<file path="config.mk">
export PLATFORM = sky130hd
export DESIGN_NAME = timer_ctrl_flat
export DESIGN_NICKNAME = d
export VERILOG_FILES = /design/src/rtl/timer_ctrl_if.sv /design/src/rtl/timer_ctrl.sv /design/src/flat_wrapper.sv
export SDC_FILE = /design/constraint.sdc
export NUM_CORES = 1
export LEC_CHECK = 0
export CAP_MARGIN = 10
export CORE_ASPECT_RATIO = 0.7
export CORE_MARGIN = 3
export CORE_UTILIZATION = 47
export CTS_CLUSTER_SIZE = 28
export DETAILED_ROUTE_END_ITERATION = 7
export GPL_TIMING_DRIVEN = 0
export HOLD_SLACK_MARGIN = 0.12
export PLACE_DENSITY_LB_ADDON = 0.12
export SYNTH_ARGS = -nofsm -noshare
export SYNTH_HDL_FRONTEND = slang
export SYNTH_SLANG_ARGS = --single-unit
export TNS_END_PERCENT = 1
</file>
<file path="constraint.sdc">
create_clock -name CLK -period 3.5 [get_ports CLK]
set_input_delay 0.35 -clock CLK [delete_from_list [all_inputs] [get_ports CLK]]
set_output_delay 0.35 -clock CLK [all_outputs]
set_load 0.005 [all_outputs]
</file>
<file path="src/rtl/timer_ctrl_if.sv">
// timer_ctrl_if: button pulses, chain status and strobe/status outputs of timer_ctrl.
interface timer_ctrl_if;
    logic       START;
    logic       UP;
    logic       DOWN;
    logic       CANCEL;
    logic       ZERO;
    logic       MAX;
    logic       INC;
    logic       DEC;
    logic       CNT_CLR;
    logic       ALARM;
    logic       RUNNING;
    logic       BLANK;
    logic [1:0] STATE;
    modport master (
        output START, UP, DOWN, CANCEL, ZERO, MAX,
        input  INC, DEC, CNT_CLR, ALARM, RUNNING, BLANK, STATE
    );
    modport slave (
        input  START, UP, DOWN, CANCEL, ZERO, MAX,
        output INC, DEC, CNT_CLR, ALARM, RUNNING, BLANK, STATE
    );
endinterface

</file>
<file path="src/rtl/timer_ctrl.sv">
// timer_ctrl: IDLE/RUN/PAUSE/ALARM sequencer issuing INC/DEC/clear strobes to the counter_10 chain.
// Define TIMER_BLINK_EN to blink BLANK every half tick in PAUSE and ALARM.
module timer_ctrl #(
    parameter int TICK_DIV  = 50000000,
    parameter int PULSE_GAP = 4,
    parameter int ALARM_LEN = 10
) (
    input logic CLK,
    input logic CLR,
    timer_ctrl_if.slave bus
);
    typedef enum logic [1:0] {S_IDLE = 2'd0, S_RUN = 2'd1, S_PAUSE = 2'd2, S_ALARM = 2'd3} state_t;
    localparam int PW = (TICK_DIV > 1) ? $clog2(TICK_DIV) : 1;
    localparam int GW = $clog2(PULSE_GAP + 1);
    localparam int AW = $clog2(ALARM_LEN + 1);
    state_t        state_q, state_d;
    logic [PW-1:0] presc_q, presc_d;
    logic [GW-1:0] gap_q, gap_d;
    logic [AW-1:0] ticks_q, ticks_d;
    logic          inc_q, inc_d, dec_q, dec_d, clr_q, clr_d;
    logic          alarm_q, alarm_d, run_q, run_d;
    logic          tick, gap_idle, up_only, dn_only;
    always_comb begin
        tick = presc_q == PW'(TICK_DIV - 1);
        gap_idle = gap_q == '0;
        up_only = bus.UP && !bus.DOWN;
        dn_only = bus.DOWN && !bus.UP;
        state_d = state_q;
        inc_d = 1'b0;
        dec_d = 1'b0;
        clr_d = 1'b0;
        if (bus.CANCEL) begin
            state_d = S_IDLE;
            clr_d = 1'b1;
        end else begin
            case (state_q)
                S_IDLE: begin
                    // START owns the cycle even when it is ignored
                    if (bus.START) begin
                        if (!bus.ZERO && gap_idle) state_d = S_RUN;
                    end else if (gap_idle) begin
                        inc_d = up_only && !bus.MAX;
                        dec_d = dn_only && !bus.ZERO;
                    end
                end
                S_RUN: begin
                    if (bus.START) state_d = S_PAUSE;
                    else if (gap_idle && bus.ZERO) state_d = S_ALARM;
                    else dec_d = tick && gap_idle;
                end
                S_PAUSE: begin
                    if (bus.START) state_d = S_RUN;
                end
                default: begin
                    if (bus.START || bus.UP || bus.DOWN || (tick && ticks_q == AW'(ALARM_LEN - 1)))
                        state_d = S_IDLE;
                end
            endcase
        end
        gap_d = (inc_d || dec_d || clr_d) ? GW'(PULSE_GAP) : gap_idle ? gap_q : gap_q - 1'b1;
        presc_d = (state_d != state_q || state_d == S_IDLE) ? '0 :
                  (state_d == S_PAUSE) ? presc_q : tick ? '0 : presc_q + 1'b1;
        ticks_d = (state_d != state_q) ? '0 : (state_q == S_ALARM && tick) ? ticks_q + 1'b1 : ticks_q;
        alarm_d = state_d == S_ALARM;
        run_d = state_d == S_RUN;
    end
    always_ff @(posedge CLK) begin
        if (CLR) begin
            state_q <= S_IDLE;
            presc_q <= '0;
            gap_q <= '0;
            ticks_q <= '0;
            inc_q <= 1'b0;
            dec_q <= 1'b0;
            clr_q <= 1'b1;
            alarm_q <= 1'b0;
            run_q <= 1'b0;
        end else begin
            state_q <= state_d;
            presc_q <= presc_d;
            gap_q <= gap_d;
            ticks_q <= ticks_d;
            inc_q <= inc_d;
            dec_q <= dec_d;
            clr_q <= clr_d;
            alarm_q <= alarm_d;
            run_q <= run_d;
        end
    end
    assign bus.INC = inc_q;
    assign bus.DEC = dec_q;
    assign bus.CNT_CLR = clr_q;
    assign bus.ALARM = alarm_q;
    assign bus.RUNNING = run_q;
    assign bus.STATE = state_q;
`ifdef TIMER_BLINK_EN
    localparam int HALF = (TICK_DIV / 2 > 0) ? TICK_DIV / 2 : 1;
    localparam int HW = (HALF > 1) ? $clog2(HALF) : 1;
    logic [HW-1:0] half_q, half_d;
    logic          blank_q, blank_d;
    logic          half_wrap;
    // half-tick phase restarts on every state change so BLANK always enters low
    always_comb begin
        half_wrap = half_q == HW'(HALF - 1);
        half_d = '0;
        blank_d = 1'b0;
        if (state_d == state_q && (state_q == S_PAUSE || state_q == S_ALARM)) begin
            half_d = half_wrap ? '0 : half_q + 1'b1;
            blank_d = half_wrap ? !blank_q : blank_q;
        end
    end
    always_ff @(posedge CLK) begin
        if (CLR) begin
            half_q <= '0;
            blank_q <= 1'b0;
        end else begin
            half_q <= half_d;
            blank_q <= blank_d;
        end
    end
    assign bus.BLANK = blank_q;
`else
    assign bus.BLANK = 1'b0;
`endif
endmodule
</file>
<file path="src/flat_wrapper.sv">
// flat-port wrapper written by rule: the top's interface ports become plain ports
module timer_ctrl_flat 
#(
    parameter int TICK_DIV  = 50000000,
    parameter int PULSE_GAP = 4,
    parameter int ALARM_LEN = 10
)
  (CLK, CLR, bus_START, bus_UP, bus_DOWN, bus_CANCEL, bus_ZERO, bus_MAX, bus_INC, bus_DEC, bus_CNT_CLR, bus_ALARM, bus_RUNNING, bus_BLANK, bus_STATE);
  timer_ctrl_if bus_i ();
  input logic CLK;
  input logic CLR;
  input wire logic [$bits(bus_i.START)-1:0] bus_START;
  input wire logic [$bits(bus_i.UP)-1:0] bus_UP;
  input wire logic [$bits(bus_i.DOWN)-1:0] bus_DOWN;
  input wire logic [$bits(bus_i.CANCEL)-1:0] bus_CANCEL;
  input wire logic [$bits(bus_i.ZERO)-1:0] bus_ZERO;
  input wire logic [$bits(bus_i.MAX)-1:0] bus_MAX;
  output wire logic [$bits(bus_i.INC)-1:0] bus_INC;
  output wire logic [$bits(bus_i.DEC)-1:0] bus_DEC;
  output wire logic [$bits(bus_i.CNT_CLR)-1:0] bus_CNT_CLR;
  output wire logic [$bits(bus_i.ALARM)-1:0] bus_ALARM;
  output wire logic [$bits(bus_i.RUNNING)-1:0] bus_RUNNING;
  output wire logic [$bits(bus_i.BLANK)-1:0] bus_BLANK;
  output wire logic [$bits(bus_i.STATE)-1:0] bus_STATE;
  assign bus_i.START = bus_START;
  assign bus_i.UP = bus_UP;
  assign bus_i.DOWN = bus_DOWN;
  assign bus_i.CANCEL = bus_CANCEL;
  assign bus_i.ZERO = bus_ZERO;
  assign bus_i.MAX = bus_MAX;
  assign bus_INC = bus_i.INC;
  assign bus_DEC = bus_i.DEC;
  assign bus_CNT_CLR = bus_i.CNT_CLR;
  assign bus_ALARM = bus_i.ALARM;
  assign bus_RUNNING = bus_i.RUNNING;
  assign bus_BLANK = bus_i.BLANK;
  assign bus_STATE = bus_i.STATE;
  timer_ctrl #(.TICK_DIV(TICK_DIV), .PULSE_GAP(PULSE_GAP), .ALARM_LEN(ALARM_LEN)) u_core (.CLK(CLK), .CLR(CLR), .bus(bus_i));
endmodule
</file>
==> results of run 1 <==
==> cells by family after synthesis <==
group           after synthesis
flops                        40
compound gates               24
simple gates                131
xor+xnor                     27
buf+inv                      16
other cells                   1
fa+ha+maj                     6
==> layout make-up <==
type                    count  area share [%]
multi-input cells         189           51.24
well taps                  52           2.741
flip-flops and latches     40           33.74
plain buffers               9           1.634
repair buffers             13           5.482
clock buffers               7           4.059
inverters                   7           1.107
==> power groups by stage <==
stage	logic [mW]	registers [mW]	clock network, mW
finish	0.0561	0.463	0.323
global route	0.0632	0.463	0.354
CTS	0.0557	0.462	0.332
detailed placement	0.0554	0.473	0
global placement	0.0547	0.473	0
floorplan	0.0352	0.473	0
==> placed cells by master (no fill, tap or decap), types with 3 or more instances in the layout <==
cell	n
nor2_1	41
dfxtp_1	40
nand2_1	17
xor2_1	14
nand3_1	13
xnor2_1	13
clkdlybuf4s50_1	13
nor4_1	10
nor3_1	9
inv_1	7
nand4_1	7
clkbuf_8	7
clkbuf_1	6
a21oi_1	6
ha_1	6
nor2b_1	4
o21ai_0	4
or3_1	3
or4b_2	3
==> final timing paths <==
path,cells after the start,start,to
worst max-delay path,10,u_core.gap_q[0],u_core.presc_q[17]
worst min-delay path,3,bus_CANCEL,u_core.bus.RUNNING
worst max register to register,10,u_core.gap_q[0],u_core.presc_q[17]
worst min register to register,2,u_core.ticks_q[3],u_core.ticks_q[3]
==> worst register-to-register path, stage by stage (launching register included) <==
cell	delay (ps)
dfxtp_1	350
inv_1	50
ha_1	200
ha_1	190
clkbuf_1	220
a21oi_1	230
o22ai_1	110
nor3_1	370
o21ai_2	210
buf_2	240
nor2_1	120
==> flip-flops by register name, indices dropped and copies added, names as in the netlist <==
signal,count
u_core.gap_q,3
u_core.bus.INC,1
u_core.bus.DEC,1
u_core.presc_q,26
u_core.bus.RUNNING,1
u_core.bus.STATE,2
u_core.ticks_q,4
u_core.bus.ALARM,1
u_core.bus.CNT_CLR,1
==> per-stage QoR <==
step | cell area, µm² | hold slack (ps) | std cells | power [mW]
finish | 2374 | 486.3 | 317 | 0.8415
global route | 2374 | 530.1 | 317 | 0.8805
CTS | 2374 | 480.6 | 317 | 0.8500
detailed placement | 2277 | 490.9 | 310 | 0.5285
global placement | 2277 | 471.4 | 310 | 0.5276
floorplan | 2082 | 419.1 | 245 | 0.5079
==> per-layer routing <==
metal  GRT usage [%]  vias up
met5               0        -
li1                -      904
met3           4.545        5
met4           4.740        0
met1           28.74      792
met2           23.67       30
==> results.ini, run 1 <==
[outcome]
status = completed

[pwr]
p_seq_share_pct = 55.0
power_density_nw_per_um2 = 354.5
ir_worst_vdd_uv = 213.1
power_switching_uw = 180.7
power.share.switching_pct = 21.47
power.clock.fraction_pct = 38.4
leakage_nw = 0.7438
p_comb_share_pct = 6.7
p_int_uw = 660.8

[finish]
multiInputGateArea_um2 = 1216
nets = 279
drive_above_1_share_pct = 9.057
fin_util_pct = 58.05
syn_to_final_growth_pct = 14.00
antennaDiodeCount = 0
fillers = 396
ff_latch_area_um2 = 800.8

[cts]
clockBufferDepth = 2
root_buffer = clkbuf_8
clk_pin_slew_ps = 70
clk_latency_ps = 280
numCtsBuffers = 5
cts_resized = 0
cts_setup_buffers = 0
cts_sinks = 40
cts_hold_buf = 0
ctsHtreeMaxLevel = 2
cts_tree = yes

[yosys]
ys_seq_elements = 40
synth_top_family_by_area = simple AND/OR/NAND/NOR gates
synth_edf_count = 0
syn_nets = 259
synthAdderAreaFrac_pct = 3.606
synth_top_area_cell = dfxtp_1
yosysUniqueCellTypes = 50
synth-main-ff-cell = dfxtp_1
async_reset_ff_share_pct = 0
netlist.area_leader.share_pct = 38.46
postSynthAreaPerCell_um2 = 8.498
synthTopCellsByCount = nor2_1, dfxtp_1, nand2_1
synth_warnings = 0
synthCells = 245
yosys-mux-area-fraction_pct = 0
synth-compound-area-share_pct = 7.392
ys_seq_area_share_pct = 38.46
netlist_area_um2 = 2082
yosys.area_share.xor_xnor_pct = 11.36
synth_simple_gate_area_share_pct = 35.88
synth_area_leaders = dfxtp_1, nor2_1, xor2_1
yosysMostFrequentCell = nor2_1

[routing]
top_layer = met4
dr_wl_met2_mm = 1.663
first_iter_violations = 148
firstDrtPassIters = 4
avgViaCountPerCell = 5.461
routedWlPerCell_um = 13.96
vias = 1731
wl_met3_um = 213
wl_mm = 4.426
ant_nets = 0
drt-met1-wl_mm = 2.517
drc = 0

[worst_setup_path]
end_kind = register
cp_slowest_cell = nor3_1
slowest_delay_ps = 370
critical_path_buf_inv_count = 3
crit_type = register to register
cp.required_ps = 3720
crit_top_cell = ha_1
r2r_setup_slack_ps = 1150
cp_max_fo = 10
crit_path_cell_trace = inv_1 -> ha_1 -> ha_1 -> clkbuf_1 -> a21oi_1 -> o22ai_1 -> nor3_1 -> o21ai_2 -> buf_2 -> nor2_1
cp.arrival_ps = 2570
crit_family = compound AO/OA/AOI/OAI gates
startpoint_type = register

[floorplanning]
fp.dieW_um = 85.55
die_h_um = 61.69
ios = 16
core-area_um2 = 4089
dieArea_um2 = 5277
initial_utilization_pct = 50.92
rows = 19

[global_routing]
grt_max_degree = 12
grt.total_usage_pct = 18.16
grt_pass1_wl_mm = 7.396
overflow = 0
grt_pass1_vias = 1493
antenna_found_initial = 0

[worst_hold_path]
hold_class = input port to register

[timing]
setup_tns_ps = 0
finalClockSkew_ps = 3.388
timing.slew.headroom_pct = 58.26
rsz0062_at_grt = false
hold_viol = 0
tightestPinTransition_ps = 620.3
maxSlewViolCount = 0
setup_viol_count_final = 0
finalCritPeriodShare_pct = 67.04
min_period_ps = 2346
timing.final.ws_setup_ps = 1154
max_freq_ghz = 0.4262

[placed_design]
pre_cts_slack_ps = 1043
gp_congestion = 0.8137
portBuffers = 13
hpwlAfterDp_mm = 3.357

[flow_run]
drv_cap = 0

(Power assumes the default switching activity.)
==> run 2: changes to the inputs <==
clock period = 2.4 ns   (was 3.5 ns; I/O delays follow)
==> results.ini, run 2 (synthesis results as in run 1) <==
[outcome]
status = completed

[floorplanning]
rows = 19  ; unchanged
die_h_um = 61.69  ; unchanged
fp.dieW_um = 85.55  ; unchanged
initial_utilization_pct = 50.92  ; unchanged
dieArea_um2 = 5277  ; unchanged
core-area_um2 = 4089  ; unchanged
ios = 16  ; unchanged

[routing]
routedWlPerCell_um = 14.17  ; +1.5%
drc = 0  ; unchanged
first_iter_violations = 148  ; unchanged
avgViaCountPerCell = 5.472  ; +0.20%
wl_met3_um = 227  ; +6.6%
firstDrtPassIters = 4  ; unchanged
wl_mm = 4.477  ; +1.2%
drt-met1-wl_mm = 2.510  ; -0.28%
ant_nets = 0  ; unchanged
vias = 1729  ; -0.12%
dr_wl_met2_mm = 1.681  ; +1.1%
top_layer = met4

[pwr]
p_comb_share_pct = 6.7  ; about the same
power.clock.fraction_pct = 38.5  ; about the same
power.share.switching_pct = 21.66  ; +0.19 points
power_switching_uw = 266.7  ; +48%
power_density_nw_per_um2 = 515.4  ; +45%
p_int_uw = 964.3  ; +46%
leakage_nw = 0.7618  ; +2.4%
p_seq_share_pct = 54.8  ; -0.2 points
ir_worst_vdd_uv = 316.2  ; +48%

[worst_setup_path]
cp.required_ps = 2580  ; -1140 ps
end_kind = register
cp.arrival_ps = 2400  ; -170 ps
slowest_delay_ps = 590  ; +220 ps
crit_family = simple AND/OR/NAND/NOR gates
crit_path_cell_trace = or4_4 -> nor4_2 -> nand2_1 -> o21ai_4 -> buf_2 -> nor2_1
cp_max_fo = 10  ; unchanged
startpoint_type = register
cp_slowest_cell = or4_4
crit_type = register to register
critical_path_buf_inv_count = 1  ; -2

[cts]
numCtsBuffers = 5  ; unchanged
cts_resized = 0  ; unchanged
clk_latency_ps = 290  ; about the same
cts_tree = yes
root_buffer = clkbuf_8
cts_hold_buf = 0  ; unchanged
clk_pin_slew_ps = 70  ; about the same
cts_setup_buffers = 0  ; unchanged
ctsHtreeMaxLevel = 2  ; unchanged
cts_sinks = 40  ; unchanged
clockBufferDepth = 2  ; unchanged

[worst_hold_path]
hold_class = input port to register

[global_routing]
grt.total_usage_pct = 18.16  ; unchanged
antenna_found_initial = 0  ; unchanged
overflow = 0  ; unchanged
grt_pass1_vias = 1493  ; unchanged
grt_max_degree = 12  ; unchanged
grt_pass1_wl_mm = 7.396  ; unchanged

[timing]
finalCritPeriodShare_pct = 92.77  ; +26 points
tightestPinTransition_ps = 671.9  ; +51.58 ps
finalClockSkew_ps = 2.884  ; -0.5043 ps
timing.slew.headroom_pct = 54.79  ; -3.5 points
timing.final.ws_setup_ps = 173.4  ; -980.2 ps
min_period_ps = 2227  ; -119.8 ps
setup_viol_count_final = 0  ; unchanged
maxSlewViolCount = 0  ; unchanged
setup_tns_ps = 0  ; unchanged
max_freq_ghz = 0.4491  ; +5.4%
rsz0062_at_grt = false
holdWs_ps = 372.1  ; -114.2 ps
hold_viol = 0  ; unchanged

[finish]
drive_above_1_share_pct = 9.470  ; +0.41 points
syn_to_final_growth_pct = 14.72
final_cell_mix = nor2_1, dfxtp_1, nand2_1, xor2_1
largest_register_ff_count = 26  ; unchanged
fin_util_pct = 58.41  ; +0.37 points
top_register = u_core.presc_q
nets = 278  ; -0.36%
final_common_cell = nor2_1
antennaDiodeCount = 0  ; unchanged
largestRegisters = u_core.presc_q: 26 flops, u_core.ticks_q: 4 flops, u_core.gap_q: 3 flops

[placed_design]
portBuffers = 13  ; unchanged
gp_congestion = 0.8137  ; unchanged
pre_cts_slack_ps = 53.33  ; -990.0 ps
hpwlAfterDp_mm = 3.357  ; unchanged

[flow_run]
drv_cap = 0  ; unchanged

[run 2: worst min-delay path, delay by kind of cell]
| family | cells | cell delay (ps) |
|---|---|---|
| AND/OR/NAND/NOR | 2 | 190 |
| buffers and inverters | 1 | 180 |
[run 2: power by group through the flow]
stage	Combinational, mW	Sequential (mW)	Clock (mW)
2_1_floorplan	0.0513	0.689	0
3_3_place_gp	0.0797	0.690	0
3_5_place_dp	0.0808	0.690	0
4_1_cts	0.0812	0.674	0.484
5_1_grt	0.0923	0.675	0.520
6_report	0.0821	0.675	0.474
[run 2: final timing paths]
path,startpoint,endpoint,slack [ps],depth (start not counted)
worst max register to register,u_core.presc_q[8],u_core.presc_q[17],170,6
worst min register to register,u_core.ticks_q[3],u_core.ticks_q[3],500,2
worst max-delay path,u_core.presc_q[8],u_core.presc_q[17],170,6
worst min-delay path,bus_CANCEL,u_core.bus.RUNNING,370,3
[run 2: metrics by stage]
step	std cells	area, µm²	power (mW)
after floorplan	245	2082	0.7406
after global placement	310	2277	0.7694
after detailed placement	310	2277	0.7707
after CTS	317	2374	1.240
after global routing	316	2389	1.287
final	316	2389	1.231
[run 2: cell type report]
| cell class | count | area, µm² |
|---|---|---|
| flip-flops and latches | 40 | 800.8 |
| multi-input cells | 189 | 1235 |
| clock buffers | 7 | 96.34 |
| plain buffers | 8 | 35.03 |
| repair buffers | 13 | 130.1 |
| fillers | 394 | 1700 |
| well taps | 52 | 65.06 |
| inverters | 7 | 26.28 |
[run 2: layer usage]
| layer | vias to the layer above | track usage, % |
|---|---|---|
| met5 | - | 0 |
| met4 | 0 | 4.740 |
| met3 | 5 | 4.545 |
| met2 | 37 | 23.67 |
| met1 | 788 | 28.74 |
| li1 | 899 | - |
==> run 3: changes to the inputs <==
ABC_AREA = 1   (was not set)
SKIP_LAST_GASP = 1   (was not set)
==> results.ini, run 3 <==
[outcome]
status = completed

[floorplanning]
dieArea_um2 = 6817  ; +29%
core-area_um2 = 5450  ; +33%
fp.dieW_um = 97.41  ; +14%
die_h_um = 69.99  ; +13%
ios = 16  ; unchanged
initial_utilization_pct = 50.44  ; -0.48 points
rows = 22  ; +3

[timing]
tightestPinTransition_ps = 858.0  ; +186.1 ps
timing.final.ws_setup_ps = 148.7  ; -24.75 ps
finalClockSkew_ps = 8.065  ; +5.181 ps
setup_viol_count_final = 0  ; unchanged
hold_viol = 0  ; unchanged
holdWs_ps = 298.7  ; -73.48 ps
max_freq_ghz = 0.4442  ; -1.1%
rsz0062_at_grt = false
timing.slew.headroom_pct = 42.31  ; -12 points
finalCritPeriodShare_pct = 93.80  ; +1.0 points
maxSlewViolCount = 0  ; unchanged
min_period_ps = 2251  ; +24.75 ps

[worst_setup_path]
end_kind = register
crit_path_cell_trace = ha_2 -> nand2_2 -> nor2_8 -> inv_2 -> nor2_4 -> nand4_2 -> nand3_2 -> nand2_2 -> nand4_4 -> buf_4 -> nor2_1
crit_type = register to register
startpoint_type = register
cp.arrival_ps = 2440  ; +40 ps
cp.required_ps = 2590  ; about the same
crit_top_cell = nand2_2
crit_family = simple AND/OR/NAND/NOR gates
critical_path_buf_inv_count = 2  ; +1
cp_slowest_cell = dfxtp_1
slowest_delay_ps = 470  ; -120 ps
cp_max_fo = 10  ; unchanged

[routing]
routedWlPerCell_um = 12.90  ; -8.9%
ant_nets = 0  ; unchanged
firstDrtPassIters = 5  ; +1
vias = 2756  ; +59%
first_iter_violations = 188  ; +27%
wl_mm = 7.303  ; +63%
drc = 0  ; unchanged
avgViaCountPerCell = 4.869  ; -11%

[pwr]
leakage_nw = 1.425  ; +87%
power_density_nw_per_um2 = 390.6  ; -24%
ir_worst_vdd_uv = 226.8  ; -28%

[cts]
clk_latency_ps = 290  ; about the same
cts_sinks = 40  ; unchanged
cts_hold_buf = 0  ; unchanged
root_buffer = clkbuf_8
numCtsBuffers = 5  ; unchanged
cts_tree = yes
ctsHtreeMaxLevel = 2  ; unchanged
clockBufferDepth = 2  ; unchanged
clk_pin_slew_ps = 80  ; about the same

[yosys]
ys_seq_area_share_pct = 29.13  ; -9.3 points
netlist.area_leader.share_pct = 29.13  ; -9.3 points
syn_nets = 479  ; +85%
yosysUniqueCellTypes = 35  ; -30%
synth_edf_count = 0  ; unchanged
synth_warnings = 0  ; unchanged
synthTopCellsByCount = nand2_1, nor2_1, inv_1
synth_top_area_cell = dfxtp_1
ys_seq_elements = 40  ; unchanged
async_reset_ff_share_pct = 0  ; unchanged
netlist_area_um2 = 2749  ; +32%
postSynthAreaPerCell_um2 = 5.912  ; -30%
synth-main-ff-cell = dfxtp_1
yosysMostFrequentCell = nand2_1
synthCells = 465  ; +90%
synth_area_leaders = dfxtp_1, nand2_1, nor2_1

[flow_run]
drv_cap = 0  ; unchanged

[placed_design]
pre_cts_slack_ps = -15.56  ; -68.89 ps
place_area_um2 = 2969  ; +30%
hpwlAfterDp_mm = 5.488  ; +63%
portBuffers = 13  ; unchanged
gp_congestion = 0.9853  ; +21%

[finish]
largestRegisters = u_core.presc_q: 26 flops, u_core.ticks_q: 4 flops, u_core.gap_q: 3 flops
final_cell_mix = nand2_1, nor2_1, inv_1, dfxtp_1, nand3_1
drive_above_1_share_pct = 9.717  ; +0.25 points
final_area_um2 = 3181  ; +33%
antennaDiodeCount = 0  ; unchanged
final_common_cell = nand2_1
nets = 507  ; +82%
syn_to_final_growth_pct = 15.70
top_register = u_core.presc_q
largest_register_ff_count = 26  ; unchanged
fillers = 556  ; +41%
multiInputGateArea_um2 = 1648  ; +33%
ff_latch_area_um2 = 800.8  ; unchanged

[global_routing]
grt_max_degree = 14  ; +2
grt.total_usage_pct = 21.17  ; +3.0 points
overflow = 0  ; unchanged
grt_pass1_vias = 2322  ; +56%
antenna_found_initial = 0  ; unchanged
grt_pass1_wl_mm = 11.64  ; +57%

[worst_hold_path]
hold_class = input port to register

==> run 3: cell count changes after synthesis, moves of 4 or more <==
cell	previous run	this run
nand3_1	13	25
xnor2_1	13	0
buf_2	1	5
clkbuf_1	6	1
inv_1	7	69
nand2_1	17	129
nor2b_1	4	0
nor2_1	41	126
nor4_1	10	1
==> run 3: cells by family after synthesis <==
| group | after synthesis | synth area share, % |
|---|---|---|
| XOR/XNOR | 13 | 4.142 |
| other | 1 | 0.1364 |
| adder cells (fa/ha/maj) | 6 | 2.731 |
| AND/OR/NAND/NOR | 310 | 48.79 |
| flip-flops | 40 | 29.13 |
| AO/OA/AOI/OAI | 13 | 2.959 |
| buffers and inverters | 82 | 12.11 |
==> run 3: final cells by class <==
type,instances,share of cell area [%]
Clock inverter,3,0.5901
Multi-Input combinational cell,343,51.81
Timing Repair Buffer,21,5.980
Sequential cell,40,25.18
Tap cell,72,2.832
Inverter,72,8.497
Buffer,10,2.950
Clock buffer,5,2.164
==> run 3: worst paths after layout <==
path | start | to | slack (ps) | cells after the start
max | u_core.presc_q[0] | u_core.presc_q[8] | 150 | 11
min | CLR | u_core.bus.STATE[0] | 300 | 2
max reg2reg | u_core.presc_q[0] | u_core.presc_q[8] | 150 | 11
min reg2reg | u_core.gap_q[0] | u_core.gap_q[0] | 460 | 2
==> run 3: timing repair <==
action | CTS | global route
resized for setup | 0 | 24
buffers inserted | 4 | 4
pin swaps | 1 | 1
cloned | 0 | 0
endpoints found under the setup margin | 6 | 28
==> run 3: per-layer routing <==
layer  track usage (%)  share of wire, %  vias to the layer above
met2             30.07                39                       66
met4             2.304              0.71                        0
met3             3.593               5.3                        6
met5                 0                 0                        -
li1                  -                 -                     1457
met1             33.82                55                     1227
==> run 3: power by group <==
group | internal (mW) | switching, mW | leakage [nW]
Clock | 0.203 | 0.246 | 0.0479
Sequential | 0.671 | 0.00660 | 0.323
Combinational | 0.0471 | 0.0691 | 1.05
==> run 3: stage by stage <==
stage / instances / setup TNS [ps] / power [mW] / utilization (%)
after CTS: 562 / 0 / 1.245 / 56.63
after detailed placement: 550 / -28.59 / 0.7971 / 54.48
after global placement: 550 / 0 / 0.7951 / 54.48
after floorplan: 465 / 0 / 0.7578 / -
final: 566 / 0 / 1.242 / 58.36
after global routing: 566 / 0 / 1.298 / 58.36
